===== src/rtl/digit_string_renderer.sv =====
// Renders an N-digit decimal number onto the VGA raster from a shared 1-bit digit-strip ROM.
// A double-dabble FSM converts the binary value once per frame; a 3-stage pipeline produces colour.
module digit_string_renderer #(
    parameter int         NUM_DIGITS  = 4,
    parameter int         VALUE_W     = 14,
    parameter int         X0          = 0,
    parameter int         Y0          = 0,
    parameter int         SCALE_SHIFT = 0,
    parameter int         GLYPH_W     = 45,
    parameter int         GLYPH_H     = 36,
    parameter int         ROM_PITCH   = 450,
    parameter int         LZ_BLANK    = 1,
    parameter logic [3:0] FG_R        = 4'hF,
    parameter logic [3:0] FG_G        = 4'hF,
    parameter logic [3:0] FG_B        = 4'h0
) (
    input  logic               vga_clk,
    input  logic               Reset,
    input  logic [9:0]         DrawX,
    input  logic [9:0]         DrawY,
    input  logic               blank,
    input  logic [VALUE_W-1:0] value,
    input  logic               frame_start,
    output logic [13:0]        rom_addr,
    input  logic               rom_q,
    output logic               busy,
    output logic               pixel_on,
    output logic [3:0]         red,
    output logic [3:0]         green,
    output logic [3:0]         blue
);

    localparam int BCD_W = 4 * NUM_DIGITS;
    localparam int CNT_W = $clog2(VALUE_W + 1);

    function automatic logic [63:0] max_display();
        logic [63:0] m;
        m = 64'd1;
        for (int i = 0; i < NUM_DIGITS; i++) m = m * 64'd10;
        return m - 64'd1;
    endfunction

    localparam logic [63:0] MAX_VAL = max_display();
    localparam logic [31:0] X_LO = 32'(X0);
    localparam logic [31:0] X_HI = 32'(X0 + ((NUM_DIGITS * GLYPH_W) << SCALE_SHIFT));
    localparam logic [31:0] Y_LO = 32'(Y0);
    localparam logic [31:0] Y_HI = 32'(Y0 + (GLYPH_H << SCALE_SHIFT));

    localparam logic [1:0] IDLE   = 2'd0;
    localparam logic [1:0] SHIFT  = 2'd1;
    localparam logic [1:0] COMMIT = 2'd2;

    logic [1:0]         state;
    logic               start_req;
    logic [VALUE_W-1:0] bin;
    logic [BCD_W-1:0]   scratch;
    logic [BCD_W-1:0]   adjusted;
    logic [BCD_W-1:0]   disp;
    logic [CNT_W-1:0]   cnt;
    logic [VALUE_W-1:0] clamped;

    assign clamped = (64'(value) > MAX_VAL) ? VALUE_W'(MAX_VAL) : value;
    // Start requests are registered, so a pulse that lands while busy is simply dropped.
    assign busy    = start_req || (state != IDLE);

    genvar gi;
    generate
        for (gi = 0; gi < NUM_DIGITS; gi++) begin : g_adj
            assign adjusted[4*gi +: 4] = (scratch[4*gi +: 4] >= 4'd5) ?
                                         scratch[4*gi +: 4] + 4'd3 : scratch[4*gi +: 4];
        end
    endgenerate

    always_ff @(posedge vga_clk or posedge Reset) begin
        if (Reset) begin
            state     <= IDLE;
            start_req <= 1'b0;
            bin       <= '0;
            scratch   <= '0;
            disp      <= '0;
            cnt       <= '0;
        end else begin
            start_req <= frame_start && (state == IDLE) && !start_req;
            case (state)
                IDLE: begin
                    if (start_req) begin
                        bin     <= clamped;
                        scratch <= '0;
                        cnt     <= '0;
                        state   <= SHIFT;
                    end
                end
                SHIFT: begin
                    {scratch, bin} <= {adjusted, bin} << 1;
                    cnt            <= cnt + 1'b1;
                    if (cnt == CNT_W'(VALUE_W - 1)) state <= COMMIT;
                end
                COMMIT: begin
                    disp  <= scratch;
                    state <= IDLE;
                end
                default: state <= IDLE;
            endcase
        end
    end

    // Slot s is a leading zero when every nibble from the most significant down to s is zero.
    logic [NUM_DIGITS-1:0] blanked;
    generate
        for (gi = 0; gi < NUM_DIGITS; gi++) begin : g_lz
            assign blanked[gi] = (LZ_BLANK != 0) && (gi != NUM_DIGITS - 1) &&
                                 (disp[BCD_W-1 -: 4*(gi+1)] == '0);
        end
    endgenerate

    logic        in_box;
    logic [31:0] lx, ly, slot, col;
    logic [3:0]  digit;
    logic        slot_blank;
    logic [13:0] addr_next;

    always_comb begin
        in_box = (32'(DrawX) >= X_LO) && (32'(DrawX) < X_HI) &&
                 (32'(DrawY) >= Y_LO) && (32'(DrawY) < Y_HI);
        lx     = (32'(DrawX) - X_LO) >> SCALE_SHIFT;
        ly     = (32'(DrawY) - Y_LO) >> SCALE_SHIFT;
        slot   = lx / 32'(GLYPH_W);
        col    = lx - slot * 32'(GLYPH_W);
        digit      = 4'd0;
        slot_blank = 1'b0;
        for (int s = 0; s < NUM_DIGITS; s++) begin
            if (slot == 32'(s)) begin
                digit      = disp[4*(NUM_DIGITS-1-s) +: 4];
                slot_blank = blanked[s];
            end
        end
        addr_next = 14'(col + 32'(GLYPH_W) * 32'(digit) + ly * 32'(ROM_PITCH));
    end

    logic vis1, vis2, blank1, blank2, pix_next;
    assign pix_next = vis2 && rom_q && blank2;

    always_ff @(posedge vga_clk or posedge Reset) begin
        if (Reset) begin
            rom_addr <= '0;
            vis1     <= 1'b0;
            blank1   <= 1'b0;
            vis2     <= 1'b0;
            blank2   <= 1'b0;
            pixel_on <= 1'b0;
            red      <= '0;
            green    <= '0;
            blue     <= '0;
        end else begin
            rom_addr <= in_box ? addr_next : 14'd0;
            vis1     <= in_box && !slot_blank;
            blank1   <= blank;
            vis2     <= vis1;
            blank2   <= blank1;
            pixel_on <= pix_next;
            red      <= pix_next ? FG_R : 4'h0;
            green    <= pix_next ? FG_G : 4'h0;
            blue     <= pix_next ? FG_B : 4'h0;
        end
    end

endmodule


===== config.mk =====
export PLATFORM = sky130hd
export DESIGN_NAME = digit_string_renderer
export DESIGN_NICKNAME = d
export VERILOG_FILES = /design/src/rtl/digit_string_renderer.sv
export SDC_FILE = /design/constraint.sdc
export NUM_CORES = 1
export LEC_CHECK = 0
export ABC_AREA = 0
export ABC_CLOCK_PERIOD_IN_PS = 7700
export CORE_MARGIN = 2
export CORE_UTILIZATION = 46
export DETAILED_ROUTE_END_ITERATION = 10
export PLACE_DENSITY_LB_ADDON = 0.2
export SKIP_LAST_GASP = 1
export SYNTH_ARGS = -nofsm -noshare
export SYNTH_HDL_FRONTEND = slang
export SYNTH_SLANG_ARGS = --single-unit

===== constraint.sdc =====
create_clock -name vga_clk -period 7.7 [get_ports vga_clk]
set_clock_uncertainty 0.05 [all_clocks]
set_input_delay 2.31 -clock vga_clk [delete_from_list [all_inputs] [get_ports vga_clk]]
set_output_delay 2.31 -clock vga_clk [all_outputs]
set_load 0.05 [all_outputs]

---- After elaboration in Yosys (flattened, before gate mapping) ----
Cells that the tools add are included.
word-level totals
  register bits after elaboration ......... 76
  input bits .............................. 39
  output and inout bits ................... 28
  logic and storage cells ................. 82
operators by class
  add/sub/neg operators ................... 8
  multiply operators ...................... 3
  div/mod/pow operators ................... 1
  $lt $le $gt $ge ......................... 7
  equality and inequality tests ........... 8
  mux-type cells .......................... 24
  reduce and logical (&&, ||, !) cells .... 18
operators with widths
  cell                                                                count
  == test 32 x 2 -> 1 bit (second input constant)                     2
  2-to-1 mux 14 bit                                                   3
  2-to-1 mux 4 bit                                                    9
  divider 10 x 6 -> 32 bit (second input constant)                    1
  == test 32 x 1 -> 1 bit (second input constant)                     1
  logical NOT 32 bit                                                  1
  multiplier 32 x 6 -> 14 bit (second input constant)                 1
  case mux 16 bit (2 select lines)                                    1
  case mux 14 bit (2 select lines)                                    1
  greater-or-equal comparator 4 x 3 -> 1 bit (second input constant)  4
  2-to-1 mux 16 bit                                                   1
  adder 14 x 10 -> 14 bit                                             1
  adder 14 bit                                                        1
  > comparator 14 bit (second input constant)                         1
  subtractor 10 x 14 -> 14 bit                                        1
  multiplier 10 x 8 -> 13 bit (second input constant)                 1
  adder 4 x 2 -> 4 bit (second input constant)                        3
  logical NOT 12 bit                                                  1
  < comparator 10 x 6 -> 1 bit (second input constant)                1
  < comparator 10 x 8 -> 1 bit (second input constant)                1
  multiplier 6 x 4 -> 10 bit (first input constant)                   1
  logical NOT 8 bit                                                   1
  case mux 4 bit (2 select lines)                                     1
  logical AND 1 bit                                                   6
  other kinds (16)                                                    24

---- Logic depth before layout (Yosys ltp) ----
Gate-level depths: netlist of the first run.
  depth in word-level cells ............... 10
  gate-level depth with buffers ........... 48

---- Worst setup path before layout of the first run ----
No wires, ideal clock.
  path kind ............................... in2reg
  start point ............................. input port DrawX[4]
  end point ............................... register rom_addr[13]
  library setup time ...................... 0.136 ns
  arrival ................................. 11.355 ns
  required time ........................... 7.514 ns
  path slack .............................. -3.841 ns
  stages on the path ...................... 45
  cells stage by stage .................... buf_2 > o211ai_1 > nand2b_1 > ha_1 > and3b_1 > o32a_1 > o31a_1 > or2_1 > o31ai_4 > inv_2 > xnor2_1 > inv_1 > ha_1 > or2_2 > and3_1 > a221oi_2 > nor4b_2 > nor2_2 > [9 not listed] > fa_1 > inv_1 > fa_1 > inv_1 > fa_1 > inv_1 > ha_1 > a21oi_1 > o21bai_1 > a21oi_1 > o21bai_1 > a21oi_1 > o21bai_1 > a21oi_1 > o21bai_1 > a21oi_1 > xnor2_1 > nor2_1
between the ends
  cells in the longest elaborated chain, start to end .. 10
ends and longest elaborated chain
  element                                                                           RTL line  RTL
  start, declared                                                                   19        input logic [9:0] DrawX,
  parallel branches: the longest is 9 deep, another holds divider 10 x 6 -> 32 bit  --
  2-to-1 mux 14 bit (*)                                                             155       rom_addr <= in_box ? addr_next : 14'd0;
  end signal, assigned                                                              155
  end, declared                                                                     24        output logic [13:0] rom_addr,
Every way passes the cells marked *.
A chain may end at the register's enable or synchronous reset.

---- Worst setup path after layout of the first run ----
  start point ............................. input port DrawX[5]
  end point ............................... register rom_addr[12]
Same word-level chain as after synthesis.

==> impl_metrics.env, run 1 <==
export IMPL_ys_ff_latch=72
export IMPL_synth_ff_type="dfrtp_1"
export IMPL_synth_edff_count=0
export IMPL_die_area_sq_um=17250
export IMPL_gp_congestion=0.8813
export IMPL_grtUsageTotal_pct=21.94
export IMPL_die_width_microns=131.4
export IMPL_cts_path_max_buffers=2
export IMPL_ant_nets=0
export IMPL_grt_pass1_wl_microns=31070
export IMPL_slew_headroom_pct=33.10
export IMPL_synth_avg_cell_area_sq_um=8.861
export IMPL_fin_ws_ns=-3.068
export IMPL_gr_total_overflow=0
export IMPL_final_common_cell="buf_4"
export IMPL_boundaryPins=67
export IMPL_min_delay_start="vis1"
export IMPL_peakVddDrop_uv=544.6
export IMPL_timing_rr_end="rom_addr[12]"
export IMPL_clk_pin_slew_ns=0.06
export IMPL_grt_pass1_vias=6387
export IMPL_cts_tree="yes"
export IMPL_status="complete, but fails checks"
export IMPL_async_reset_ff_share_pct=100.0
export IMPL_placed_area_sq_um=9360
export IMPL_design_area_sq_um=10100
export IMPL_leakage_nw=4.936
export IMPL_die_y_microns=131.4
export IMPL_grt_max_degree=73
export IMPL_total_power_mw=4.962
export IMPL_dp_hpwl_microns=14300
export IMPL_first_pass_iters=5
export IMPL_synthDistinctLibCells=87
export IMPL_r2r_start="disp[14]"
export IMPL_clock_root_buffer="clkbuf_16"
export IMPL_rrSetupSlack_ns=2.55
export IMPL_cts_max_level=3
export IMPL_vias=6488
export IMPL_yosysTopAreaCell="dfrtp_1"
export IMPL_path_class="primary input to flop"
export IMPL_initialDrtViolationCount=399
export IMPL_netlist_top_cells_area="dfrtp_1 24%, ha_1 13%, fa_1 12%, inv_1 6.9%, xnor2_1 3.5%"
export IMPL_most_common_layout_cells="167 x buf_4, 127 x inv_1, 72 x dfrtp_1"
export IMPL_power_density_nw_per_um2=491.4
export IMPL_cpMostUsedCell="fa_1"
export IMPL_min_to="vis2"
export IMPL_drt_total_wl_microns=18550
export IMPL_hold_violations=0
export IMPL_clock_sinks=72
export IMPL_timing_final_crit_share_pct=139.8
export IMPL_drive_gt1_share_pct=27.31
export IMPL_clock_latency_ns=0.34
export IMPL_arrival_ns=10.93
export IMPL_antenna_found_initial=0
export IMPL_syn_area_sq_um=7461
export IMPL_max_stage_delay_ns=0.51
export IMPL_port_buffers=62
export IMPL_worst_setup_path_start_kind="primary input"
export IMPL_crit_required_ns=7.86
export IMPL_crit_path_top_delay_cell="fa_1"
export IMPL_dp_cells=1229
export IMPL_worst_slew_pin_slew_ns=0.9998
export IMPL_violations="setup timing"
export IMPL_whs_path_depth=0
export IMPL_drc=0
export IMPL_min_period_ns=10.77
export IMPL_hp_class="flop to flop"
export IMPL_r2r_cells=25
export IMPL_finalMaxSlewViolations=0
export IMPL_rsz0062_at_grt="true"
export IMPL_synth_warnings=0
export IMPL_cts_hold_buf=0
export IMPL_cts_buffers=9
export IMPL_setup_violations_final=13
export IMPL_rows=46
export IMPL_crit_path_end_kind="flop"
export IMPL_fmax_mhz=92.87
export IMPL_via_per_inst=5.121
export IMPL_syn_instance_count=842
export IMPL_fill_cells=1351
export IMPL_ys_seq_area_share_pct=24.15
export IMPL_core_area_sq_um=15890
export IMPL_syn_to_final_growth_pct=35.33
export IMPL_worstPathMaxFanout=6
export IMPL_start_util_pct=46.97
export IMPL_layout_nets=1210
export IMPL_n_antenna_cell=0
export IMPL_maxCapViolations=0
export IMPL_stdcell_count=1267
export IMPL_wl_per_cell_microns=14.64
export IMPL_yosys_area_top_type_share_pct=24.15
critical path: cells and delay by family:
family,cells,cell delay (ns)
multiplexers,2,0.69
XOR/XNOR,2,0.29
buffers and inverters,9,0.71
adder cells (fa/ha/maj),8,2.74
AO/OA/AOI/OAI,14,2.40
AND/OR/NAND/NOR,12,1.78
layout make-up:
type / count / area (sq um) / share of cell area [%]
clock buffers: 10 / 229.0 / 2.268
clock inverters: 6 / 91.34 / 0.9046
inverters: 141 / 531.8 / 5.266
multi-input cells: 589 / 5253 / 52.02
flip-flops and latches: 72 / 1802 / 17.84
well taps: 216 / 270.3 / 2.677
repair buffers: 233 / 1921 / 19.02
sequential cells by signal, summed over array words and instances, names as in the netlist:
name	cells
disp	16
cnt	4
green	1
vis2	1
vis1	1
state	2
blank2	1
bin	14
blank1	1
scratch	16
start_req	1
rom_addr	14
worst max-delay path by stage:
stage | startpoint | endpoint | slack [ns] | depth (start not counted)
finish | DrawX[5] | rom_addr[12] | -3.07 | 47
global route | DrawX[5] | rom_addr[12] | -3.44 | 48
detailed placement | DrawX[5] | rom_addr[12] | -3.72 | 45
global placement | DrawX[5] | rom_addr[12] | -3.59 | 45
floorplan | DrawX[5] | rom_addr[13] | -3.28 | 46
CTS | DrawX[8] | rom_addr[13] | -2.88 | 43
metal layers:
| metal | share of wire [%] | up-vias | wire length, microns | track usage, % |
|---|---|---|---|---|
| met5 | 0 | - | 0 | 0 |
| met4 | 2.2 | 0 | 402 | 7.186 |
| met3 | 3.2 | 29 | 595 | 2.701 |
| met2 | 46 | 123 | 8544 | 34.18 |
| met1 | 49 | 3089 | 9012 | 31.80 |
| li1 | - | 3247 | - | - |
power by group:
group          internal [mW]  switching (mW)  total (mW)
clock                  0.285           0.167       0.452
sequential             0.497          0.0958       0.593
combinational           2.09            1.83        3.92
total                   2.87            2.09        4.96
stage by stage:
step / utilization [%] / setup slack, ns / hold slack (ns) / setup TNS [ns]
after floorplan: - / -3.285 / 0.2812 / -32.36
after global routing: 63.56 / -3.444 / 0.3074 / -34.78
final: 63.56 / -3.068 / 0.2971 / -30.21
after global placement: 58.92 / -3.590 / 0.2837 / -37.64
after detailed placement: 58.92 / -3.717 / 0.2847 / -38.97
after CTS: 62.38 / -2.879 / 0.2993 / -27.97
synthesized netlist by cell type, types with 3 or more instances:
| master | instances |
|---|---|
| or2_2 | 5 |
| inv_1 | 137 |
| and2_1 | 3 |
| a31o_2 | 3 |
| xnor2_1 | 30 |
| buf_2 | 11 |
| clkbuf_1 | 13 |
| xor2_1 | 7 |
| nand2_1 | 49 |
| nor3_1 | 22 |
| nor2_1 | 57 |
| nand3_1 | 20 |
| mux2i_1 | 8 |
| nand2b_1 | 9 |
| dfrtp_1 | 72 |
| mux2_2 | 13 |
| buf_4 | 14 |
| a21o_1 | 7 |
| o211a_1 | 4 |
| buf_6 | 3 |
| o31ai_1 | 5 |
| or2_1 | 4 |
| nand4_1 | 5 |
| o211ai_1 | 6 |
| o22ai_1 | 9 |
| nor4_1 | 8 |
| fa_1 | 46 |
| nor3b_1 | 6 |
| a311o_1 | 3 |
| or3_1 | 5 |
| a21oi_1 | 41 |
| a222oi_1 | 6 |
| and3_1 | 5 |
| o21bai_1 | 8 |
| a31oi_1 | 4 |
| o21ai_0 | 50 |
| nor2b_1 | 6 |
| ha_1 | 79 |
cell families after synthesis:
group                      after synthesis  share of synthesized area (%)
AOI/OAI and AO/OA                      183                          17.06
xor gates and xnor gates                38                          4.562
adders and majority gates              127                          25.89
buffers and inverters                  184                          10.60
DFF                                     72                          24.15
muxes                                   23                          3.388
other                                    1                        0.05026
and+or+nand+nor                        214                          14.31
timing repair:
item,CTS,global route
pin swaps,39,31
endpoints found under the setup margin,14,14
setup buffers,16,8
resized for setup,39,28
(Power assumes the default switching activity.)
==> inputs of run 2 (changes only) <==
- ABC_CLOCK_PERIOD_IN_PS: 7700 -> 12400
- clock period: 7.7 -> 12.4 ns (I/O delays scaled with it)
==> run 2 against run 1 <==
- the flow now finishes without violations
- design area decreased by 6.1%
- worst hold slack gained 0.00076 ns
- sequential share of layout area up 1.2 points
- largest power group unchanged
- largest cell class unchanged
- clock power fell by 33%
- critical endpoint is now rom_addr[13]
- cell count shrank 5.8%
- utilization decreased by 3.9 points
==> impl_metrics.env, run 2 (synthesized netlist as in run 1, its figures left out) <==
export IMPL_hold_violations=0
export IMPL_core_area_sq_um=15890
export IMPL_whs_path_depth=0
export IMPL_status="complete, no violations"
export IMPL_arrival_ns=12.21
export IMPL_stdcell_count=1194
export IMPL_power_density_nw_per_um2=284.9
export IMPL_dp_hpwl_microns=13750
export IMPL_max_stage_delay_ns=0.56
export IMPL_drive_gt1_share_pct=20.35
export IMPL_initialDrtViolationCount=319
export IMPL_fin_ws_ns=0.3637
export IMPL_r2r_cells=25
export IMPL_clock_root_buffer="clkbuf_16"
export IMPL_worst_setup_path_start_kind="primary input"
export IMPL_setup_violations_final=0
export IMPL_boundaryPins=67
export IMPL_die_width_microns=131.4
export IMPL_drt_total_wl_microns=17630
export IMPL_crit_path_top_delay_cell="fa_1"
export IMPL_finalSetupTns_ns=0
export IMPL_hp_class="flop to flop"
export IMPL_grtUsageTotal_pct=21.29
export IMPL_via_per_inst=5.250
export IMPL_fmax_mhz=83.08
export IMPL_worst_slew_pin_slew_ns=0.9858
export IMPL_syn_to_final_growth_pct=27.02
export IMPL_antenna_found_initial=0
export IMPL_cts_path_max_buffers=2
export IMPL_first_pass_iters=5
export IMPL_n_antenna_cell=0
export IMPL_port_buffers=62
export IMPL_peakVddDrop_uv=284.5
export IMPL_leakage_nw=4.567
export IMPL_cts_buffers=9
export IMPL_crit_required_ns=12.57
export IMPL_clock_sinks=72
export IMPL_vias=6268
export IMPL_place_ws_ns=-0.4860
export IMPL_cts_hold_buf=0
export IMPL_rows=46
export IMPL_crit_path_end_kind="flop"
export IMPL_rsz0062_at_grt="true"
export IMPL_finalMaxSlewViolations=0
export IMPL_grt_pass1_vias=6245
export IMPL_timing_final_crit_share_pct=97.07
export IMPL_layout_nets=1137
export IMPL_most_common_layout_cells="127 x inv_1, 97 x buf_4, 72 x dfrtp_1"
export IMPL_design_area_sq_um=9477
export IMPL_reg_top3="disp x16, scratch x16"
export IMPL_path_class="primary input to flop"
export IMPL_die_y_microns=131.4
export IMPL_ant_nets=0
export IMPL_wl_per_cell_microns=14.76
export IMPL_final_common_cell="inv_1"
export IMPL_drc=0
export IMPL_maxCapViolations=0
export IMPL_placed_area_sq_um=8902
export IMPL_gr_total_overflow=0
export IMPL_slew_headroom_pct=34.03
export IMPL_die_area_sq_um=17250
export IMPL_min_period_ns=12.04
export IMPL_start_util_pct=46.97
export IMPL_worstPathMaxFanout=7
export IMPL_clk_pin_slew_ns=0.06
export IMPL_cts_max_level=3
export IMPL_clock_latency_ns=0.33
export IMPL_cts_tree="yes"
export IMPL_dp_cells=1168
export IMPL_gp_congestion=0.8530
export IMPL_grt_max_degree=73
export IMPL_grt_pass1_wl_microns=30340
[run 2: cell types whose count changed in the layout (fill, tap and decap cells not counted), moves of 2 or more]
cell	delta
a21oi_4	-2
buf_6	-4
xnor2_2	-7
buf_4	-70
ha_1	+2
a21oi_2	+2
xnor2_1	+7
clkdlybuf4s15_2	-2
dlymetal6s2s_1	+3
[run 2: path summary, 6_finish.rpt]
check                          from      endpoint  slack, ns
setup / recovery           DrawX[4]  rom_addr[13]       0.36
hold / removal                 vis1          vis2       0.30
setup reg to reg           disp[14]  rom_addr[13]       7.32
hold reg to reg                vis1          vis2       0.30
max in group asynchronous     Reset        blank1       7.78
min in group asynchronous     Reset  rom_addr[10]       3.90
[run 2: cell type report]
class	instances	area, sq um
clock buffers	10	229.0
clock inverters	6	116.4
inverters	141	529.3
fillers	1429	6409
flip-flops and latches	72	1802
multi-input cells	589	5149
well taps	216	270.3
repair buffers	160	1381
[run 2: power by group]
part | internal (mW) | switching [mW]
combinational | 1.03 | 1.00
clock | 0.198 | 0.105
sequential | 0.309 | 0.0588
total | 1.54 | 1.16
[run 2: repair_timing]
action                                  CTS  global route
cloned                                    0             0
setup buffers                             0            10
endpoints found under the setup margin    3             6
resized for setup                         3            34
pin swaps                                 0            36
[run 2: critical path, delay by kind of cell]
family                     cells  cell delay [ns]
AOI/OAI and AO/OA             16             2.69
xor gates and xnor gates       2             0.29
adders and majority gates      7             2.76
buffers and inverters          7             0.56
muxes                          2             0.59
and+or+nand+nor                9             1.56
[run 2: metrics by stage]
stage,utilization (%),total power [mW],hold slack (ns)
4_1_cts,58.27,2.597,0.2983
3_5_place_dp,56.04,2.263,0.2896
5_1_grt,59.66,3.008,0.3017
2_1_floorplan,-,1.742,0.2812
6_report,59.66,2.699,0.2979
3_3_place_gp,56.04,2.245,0.2846
[run 2: metal layers]
| metal | vias to the layer above | global-route usage (%) | wire [microns] |
|---|---|---|---|
| met5 | - | 0 | 0 |
| met4 | 0 | 5.918 | 289 |
| met3 | 24 | 3.009 | 587 |
| met2 | 116 | 33.36 | 8162 |
| met1 | 3025 | 30.87 | 8588 |
| li1 | 3103 | - | - |
